**config.mk**
```make
export PLATFORM = sky130hd
export DESIGN_NAME = uart_frame_scheduler
export DESIGN_NICKNAME = d
export VERILOG_FILES = /design/src/rtl/uart_frame_scheduler.sv
export SDC_FILE = /design/constraint.sdc
export NUM_CORES = 1
export LEC_CHECK = 0
export CAP_MARGIN = 0
export CORE_ASPECT_RATIO = 0.5
export CORE_MARGIN = 3
export CORE_UTILIZATION = 43
export CTS_CLUSTER_DIAMETER = 30
export DETAILED_ROUTE_END_ITERATION = 12
export GPL_TIMING_DRIVEN = 0
export HOLD_SLACK_MARGIN = 0.03
export PLACE_DENSITY = 0.68
export SYNTH_ARGS = -nofsm -noshare
export SYNTH_HDL_FRONTEND = slang
export SYNTH_SLANG_ARGS = --single-unit
export TNS_END_PERCENT = 20
```
**constraint.sdc**
```tcl
create_clock -name clk_in -period 2.55 [get_ports clk_in]
set_clock_uncertainty 0.1 [all_clocks]
set_input_delay 0.765 -clock clk_in [delete_from_list [all_inputs] [get_ports clk_in]]
set_output_delay 0.765 -clock clk_in [all_outputs]
set_load 0.005 [all_outputs]
```
**src/rtl/uart_frame_scheduler.sv**
```systemverilog
// Round-robin arbiter and byte sequencer that shares one UART transmitter between two frame sources.
// Frame: SYNC x SYNC_LEN, ID, LEN_HI, LEN_LO, payload, CHECKSUM; payload fetched through a fixed-latency read port.
module uart_frame_scheduler #(
    parameter logic [7:0]  SYNC_BYTE  = 8'hFF,
    parameter int unsigned SYNC_LEN   = 4,
    parameter int unsigned LEN_W      = 9,
    parameter int unsigned MAX_LEN    = 420,
    parameter int unsigned RD_LATENCY = 2
) (
    input  logic             clk_in,
    input  logic             rst_in,
    input  logic [1:0]       req_in,
    input  logic [LEN_W-1:0] len0_in,
    input  logic [LEN_W-1:0] len1_in,
    output logic [1:0]       grant_out,
    output logic [1:0]       done_out,
    output logic             rd_en_out,
    output logic [LEN_W-1:0] rd_addr_out,
    input  logic [7:0]       rd_data_in,
    output logic [7:0]       tx_byte_out,
    output logic             tx_trigger_out,
    input  logic             tx_busy_in,
    output logic             busy_out
);

    localparam int unsigned HDR_N  = SYNC_LEN + 3;
    localparam int unsigned HCNT_W = 4;
    localparam int unsigned WAIT_W = $clog2(RD_LATENCY + 1);

    typedef enum logic [3:0] {
        S_IDLE, S_GRANT, S_HDR, S_FETCH, S_RDWAIT, S_SEND, S_TXWAIT, S_CSUM, S_DONE
    } state_t;

    state_t              state, next_state;
    logic                src, rr_last, trig_d;
    logic [LEN_W-1:0]    len_q, idx;
    logic [HCNT_W-1:0]   hdr_cnt;
    logic [WAIT_W-1:0]   wait_cnt;
    logic [7:0]          data_q, sum_q;
    logic                tx_ready_c, pick_c, fire_c, rd_last_c;
    logic [LEN_W-1:0]    len_raw_c, len_clamp_c;
    logic [15:0]         len16_c;
    logic [7:0]          hdr_byte_c, byte_c;

    // The trigger cycle and the one after it are blind: busy may not have risen yet.
    assign tx_ready_c  = !tx_busy_in && !tx_trigger_out && !trig_d;
    assign pick_c      = (req_in == 2'b11) ? ~rr_last : req_in[1];
    assign len_raw_c   = src ? len1_in : len0_in;
    assign len_clamp_c = (len_raw_c > LEN_W'(MAX_LEN)) ? LEN_W'(MAX_LEN) : len_raw_c;
    assign len16_c     = 16'(len_q);
    assign rd_last_c   = (wait_cnt == WAIT_W'(RD_LATENCY - 1));

    always_comb begin : hdr_mux
        hdr_byte_c = len16_c[7:0];
        if (hdr_cnt < HCNT_W'(SYNC_LEN))
            hdr_byte_c = SYNC_BYTE;
        else if (hdr_cnt == HCNT_W'(SYNC_LEN))
            hdr_byte_c = {7'b0, src};
        else if (hdr_cnt == HCNT_W'(SYNC_LEN + 1))
            hdr_byte_c = len16_c[15:8];
    end

    always_ff @(posedge clk_in) begin : state_reg
        if (rst_in) state <= S_IDLE;
        else        state <= next_state;
    end

    always_comb begin : next_state_logic
        next_state = state;
        case (state)
            S_IDLE:   if (|req_in) next_state = S_GRANT;
            S_GRANT:  next_state = S_HDR;
            S_HDR:    if (tx_ready_c && hdr_cnt == HCNT_W'(HDR_N - 1)) next_state = S_TXWAIT;
            S_TXWAIT: if (tx_ready_c) next_state = (idx < len_q) ? S_FETCH : S_CSUM;
            S_FETCH:  next_state = S_RDWAIT;
            S_RDWAIT: if (rd_last_c) next_state = S_SEND;
            S_SEND:   if (tx_ready_c) next_state = S_TXWAIT;
            S_CSUM:   if (tx_ready_c) next_state = S_DONE;
            S_DONE:   next_state = S_IDLE;
            default:  next_state = S_IDLE;
        endcase
    end

    // Which byte (if any) goes to the transmitter this cycle.
    always_comb begin : output_logic
        fire_c = 1'b0;
        byte_c = tx_byte_out;
        case (state)
            S_GRANT: begin fire_c = tx_ready_c; byte_c = SYNC_BYTE;  end
            S_HDR:   begin fire_c = tx_ready_c; byte_c = hdr_byte_c; end
            S_SEND:  begin fire_c = tx_ready_c; byte_c = data_q;     end
            S_CSUM:  begin fire_c = tx_ready_c; byte_c = sum_q;      end
            default: ;
        endcase
    end

    always_ff @(posedge clk_in) begin : datapath
        if (rst_in) begin
            grant_out      <= '0;
            done_out       <= '0;
            rd_en_out      <= 1'b0;
            rd_addr_out    <= '0;
            tx_byte_out    <= '0;
            tx_trigger_out <= 1'b0;
            busy_out       <= 1'b0;
            src            <= 1'b0;
            rr_last        <= 1'b1;
            trig_d         <= 1'b0;
            len_q          <= '0;
            idx            <= '0;
            hdr_cnt        <= '0;
            wait_cnt       <= '0;
            data_q         <= '0;
            sum_q          <= '0;
        end else begin
            trig_d         <= tx_trigger_out;
            tx_trigger_out <= fire_c;
            if (fire_c) tx_byte_out <= byte_c;
            busy_out  <= (next_state != S_IDLE);
            done_out  <= (next_state == S_DONE) ? {src, ~src} : 2'b00;
            rd_en_out <= (next_state == S_FETCH);
            if (next_state == S_FETCH) rd_addr_out <= idx;
            if (next_state == S_IDLE)
                grant_out <= 2'b00;
            else if (state == S_IDLE)
                grant_out <= {pick_c, ~pick_c};
            if (state == S_IDLE && |req_in) begin
                src     <= pick_c;
                rr_last <= pick_c;
                hdr_cnt <= '0;
                idx     <= '0;
            end
            if (state == S_GRANT) begin
                len_q <= len_clamp_c;
                sum_q <= '0;
            end
            if (fire_c && (state == S_GRANT || state == S_HDR))
                hdr_cnt <= hdr_cnt + HCNT_W'(1);
            if (state == S_FETCH)
                wait_cnt <= '0;
            else if (state == S_RDWAIT)
                wait_cnt <= wait_cnt + WAIT_W'(1);
            if (state == S_RDWAIT && rd_last_c)
                data_q <= rd_data_in;
            if (fire_c && state == S_SEND) begin
                sum_q <= sum_q + data_q;
                idx   <= idx + LEN_W'(1);
            end
        end
    end

endmodule

```
==> metrics.yaml <==
run_status:
  status: "finished, violations left"
  violations: "setup timing"
drt:
  drcViolationCount: 0
  vias: 3563
  wirelength_um: 10200
  routed_via_density: 5.60
  drtIter0Drc: 205
  firstDrtPassIters: 5
  postRouteAntennaNets: 0
  avgRoutedWirePerCell_um: 16.1
clocking:
  cts_tree: "yes"
  clock_latency_ns: 0.34
  cts_sinks: 71
  clkSlewWorstSetupHoldPaths_ns: 0.05
  numCtsBuffers: 9
  clockRootBuffer: "clkbuf_16"
  cts_buffer_depth: 2
  cts_max_level: 3
die:
  io_pins: 55
  start_util_pct: 45.7
  die_h_um: 72.3
  coreArea_sq_um: 8260
  fp-row-count: 23
  die-area_sq_um: 10000
  die_w_um: 139
power_and_ir_drop:
  power.leakage_nw: 1.85
  ir_drop_uv: 397
  p_total_mw: 3.74
  cellPowerDensity_nw_per_um2: 774
global_routing:
  grt.total_usage_pct: 20.6
  grt_pass1_wl_um: 16400
  grt_antenna_before_repair: 0
  grt_max_degree: 12
  grt_pass1_vias: 3166
  grt-ovfl-total: 0
place:
  port_buffers: 53
  dpl.hpwl_um: 7560
  gp_congestion: 0.897
synth:
  synth_top_family_by_area: "simple AND/OR/NAND/NOR gates"
  synth_area_sq_um: 3780
  synth-simple-area-share_pct: 21.4
  synth.area.mux_share_pct: 6.66
  synth_flop_cell: "dfxtp_1"
  synth_warnings: 0
  yosys.area_share.xor_xnor_pct: 2.55
  yosysUniqueCellTypes: 50
  syn-num-nets: 505
  syn_inst: 452
  ys_seq_elements: 71
  synth.avg_cell_area_sq_um: 8.35
  synth-edff-count: 0
  synth_fa_ha_area_share_pct: 7.49
  synth_compound_area_share_pct: 19.4
  synth_async_sr_flop_share_pct: 0
  synth_seq_area_share_pct: 37.6
sta:
  fin_ws_ns: -0.00927
  rsz0062_at_grt: "true"
  worst_slew_margin_rel_pct: 53.4
  finalHoldWorstSlack_ns: 0.385
  finalSetupViolations: 6
  timing.final.crit_share_pct: 100
  fin_crit_ns: 2.56
  finalMaxSlewViolations: 0
  fmax_mhz: 391
  worstMarginPinSlew_ns: 0.694
  hold_viol: 0
critical_path:
  path_class: "input pin to flop"
  critPathCaptureType: "flop"
  worstSetupStartpointType: "input pin"
  required_ns: 2.65
  critPathMaxFanout: 5
  rr_worst_depth: 8
  arrival_ns: 2.66
hold_path:
  hold_class: "flop to flop"
  hold_depth: 2
job:
  max-cap-violations: 0
finish:
  top_regs: "idx x9, len_q x9, rd_addr_out x9"
  areaGrowthSynthToFinish_pct: 27.9
  layout-drive-gt1-share_pct: 9.16
  fillCellCount: 723
  antenna_cells: 0
  fin_nets: 572
==> path summary, 6_finish.rpt <==
path / start / end / slack, ns
worst max-delay path: tx_busy_in / rd_addr_out[8]$_SDFFE_PP0N_ / -0.009
worst min-delay path: len_q[3]$_SDFFE_PP0P_ / len_q[3]$_SDFFE_PP0P_ / 0.39
worst max register to register: tx_trigger_out$_SDFF_PP0_ / rd_addr_out[8]$_SDFFE_PP0N_ / 0.09
worst min register to register: len_q[3]$_SDFFE_PP0P_ / len_q[3]$_SDFFE_PP0P_ / 0.39
==> logic make-up (layout without fill, tap and decap cells) <==
| kind of cell | after synthesis | in the layout |
|---|---|---|
| AOI/OAI and AO/OA | 111 | 111 |
| muxes | 25 | 25 |
| and+or+nand+nor | 166 | 166 |
| DFF | 71 | 71 |
| xor gates and xnor gates | 11 | 11 |
| buffers and inverters | 46 | 118 |
| adders and majority gates | 22 | 22 |
==> cell type report <==
| type | count | area, sq um | share of cell area, % |
|---|---|---|---|
| Buffer | 24 | 110 | 2.28 |
| Clock buffer | 13 | 270 | 5.60 |
| Clock inverter | 3 | 40.0 | 0.829 |
| Inverter | 20 | 75.1 | 1.55 |
| Multi-Input combinational cell | 335 | 2190 | 45.5 |
| Sequential cell | 71 | 1420 | 29.4 |
| Tap cell | 112 | 140 | 2.90 |
| Timing Repair Buffer | 58 | 577 | 11.9 |
==> cells in the final DEF, fill, tap and decap left out, types with 4 or more instances in the layout <==
cell	n
a211o_1	4
a211oi_1	10
a21oi_1	48
buf_2	5
buf_4	4
clkbuf_1	13
clkbuf_16	9
clkbuf_2	5
clkdlybuf4s50_1	52
dfxtp_1	71
ha_1	21
inv_1	20
mux2i_1	24
nand2_1	32
nand2b_1	4
nand3_1	27
nor2_1	46
nor2b_1	6
nor3_1	21
o21ai_0	11
o221a_2	7
or3_1	8
xnor2_1	5
xor2_1	6
==> worst max-delay path, cell delays in order <==
cell and delay [ns]:
buf_8 0.10, or4b_4 0.48, buf_6 0.13, a32o_2 0.21
a211o_1 0.24, a211o_1 0.35, buf_4 0.19, mux2i_1 0.14
nor2_1 0.05
==> cells in the mapped netlist (3+ instances only) <==
library cell / n / share of area [%]
inv_1: 20 / 2.0
nor3_1: 23 / 3.0
nand2_1: 32 / 3.2
o21bai_1: 3 / 0.60
o21ai_0: 12 / 1.6
dfxtp_1: 71 / 38
nand3_1: 27 / 3.6
nand2b_1: 4 / 0.66
a31oi_1: 3 / 0.50
xor2_1: 6 / 1.4
o211ai_1: 3 / 0.60
or3_1: 8 / 1.3
o31ai_1: 3 / 0.60
nor2b_1: 6 / 0.99
a211o_1: 4 / 0.93
nand3b_1: 3 / 0.60
clkbuf_1: 19 / 1.9
nand4_1: 3 / 0.50
mux2i_1: 24 / 6.4
nor2_1: 46 / 4.6
buf_2: 4 / 0.53
xnor2_1: 5 / 1.2
a21oi_1: 49 / 6.5
o221a_2: 7 / 2.1
ha_1: 21 / 7.0
nor4_1: 3 / 0.50
a211oi_1: 10 / 2.0
==> what timing repair did <==
item,4_1_cts,5_1_grt
endpoints found under the hold margin,0,0
pin swaps,4,3
buffers inserted,2,2
hold buffers,0,0
resized for setup,14,13
cloned,1,0
setup endpoints to repair,40,35
==> layer usage <==
metal	track usage (%)	share of wire, %	up-vias
met1	28.7	48	1649
met5	0	0	-
met4	5.70	1.3	0
met3	6.58	8.4	14
met2	31.1	42	128
li1	-	-	1772
==> where the power goes <==
part / leakage (nW) / internal (mW) / switching [mW]
clock network: 0.156 / 0.834 / 0.456
registers: 0.576 / 1.23 / 0.0782
logic: 1.12 / 0.490 / 0.650
==> through the flow <==
stage	setup TNS (ns)	worst slack (ns)	instance area, sq um	utilization [%]	std cells
4_1_cts	-0.248	-0.0372	4810	58.2	636
6_report	-0.0387	-0.00927	4830	58.5	636
2_1_floorplan	-0.214	-0.0237	3780	-	452
3_5_place_dp	-25.65	-0.817	4450	53.8	617
5_1_grt	-0.622	-0.0940	4830	58.5	636
3_3_place_gp	-26.18	-0.820	4450	53.8	617
Note: power is estimated with default switching activity, not from simulation.
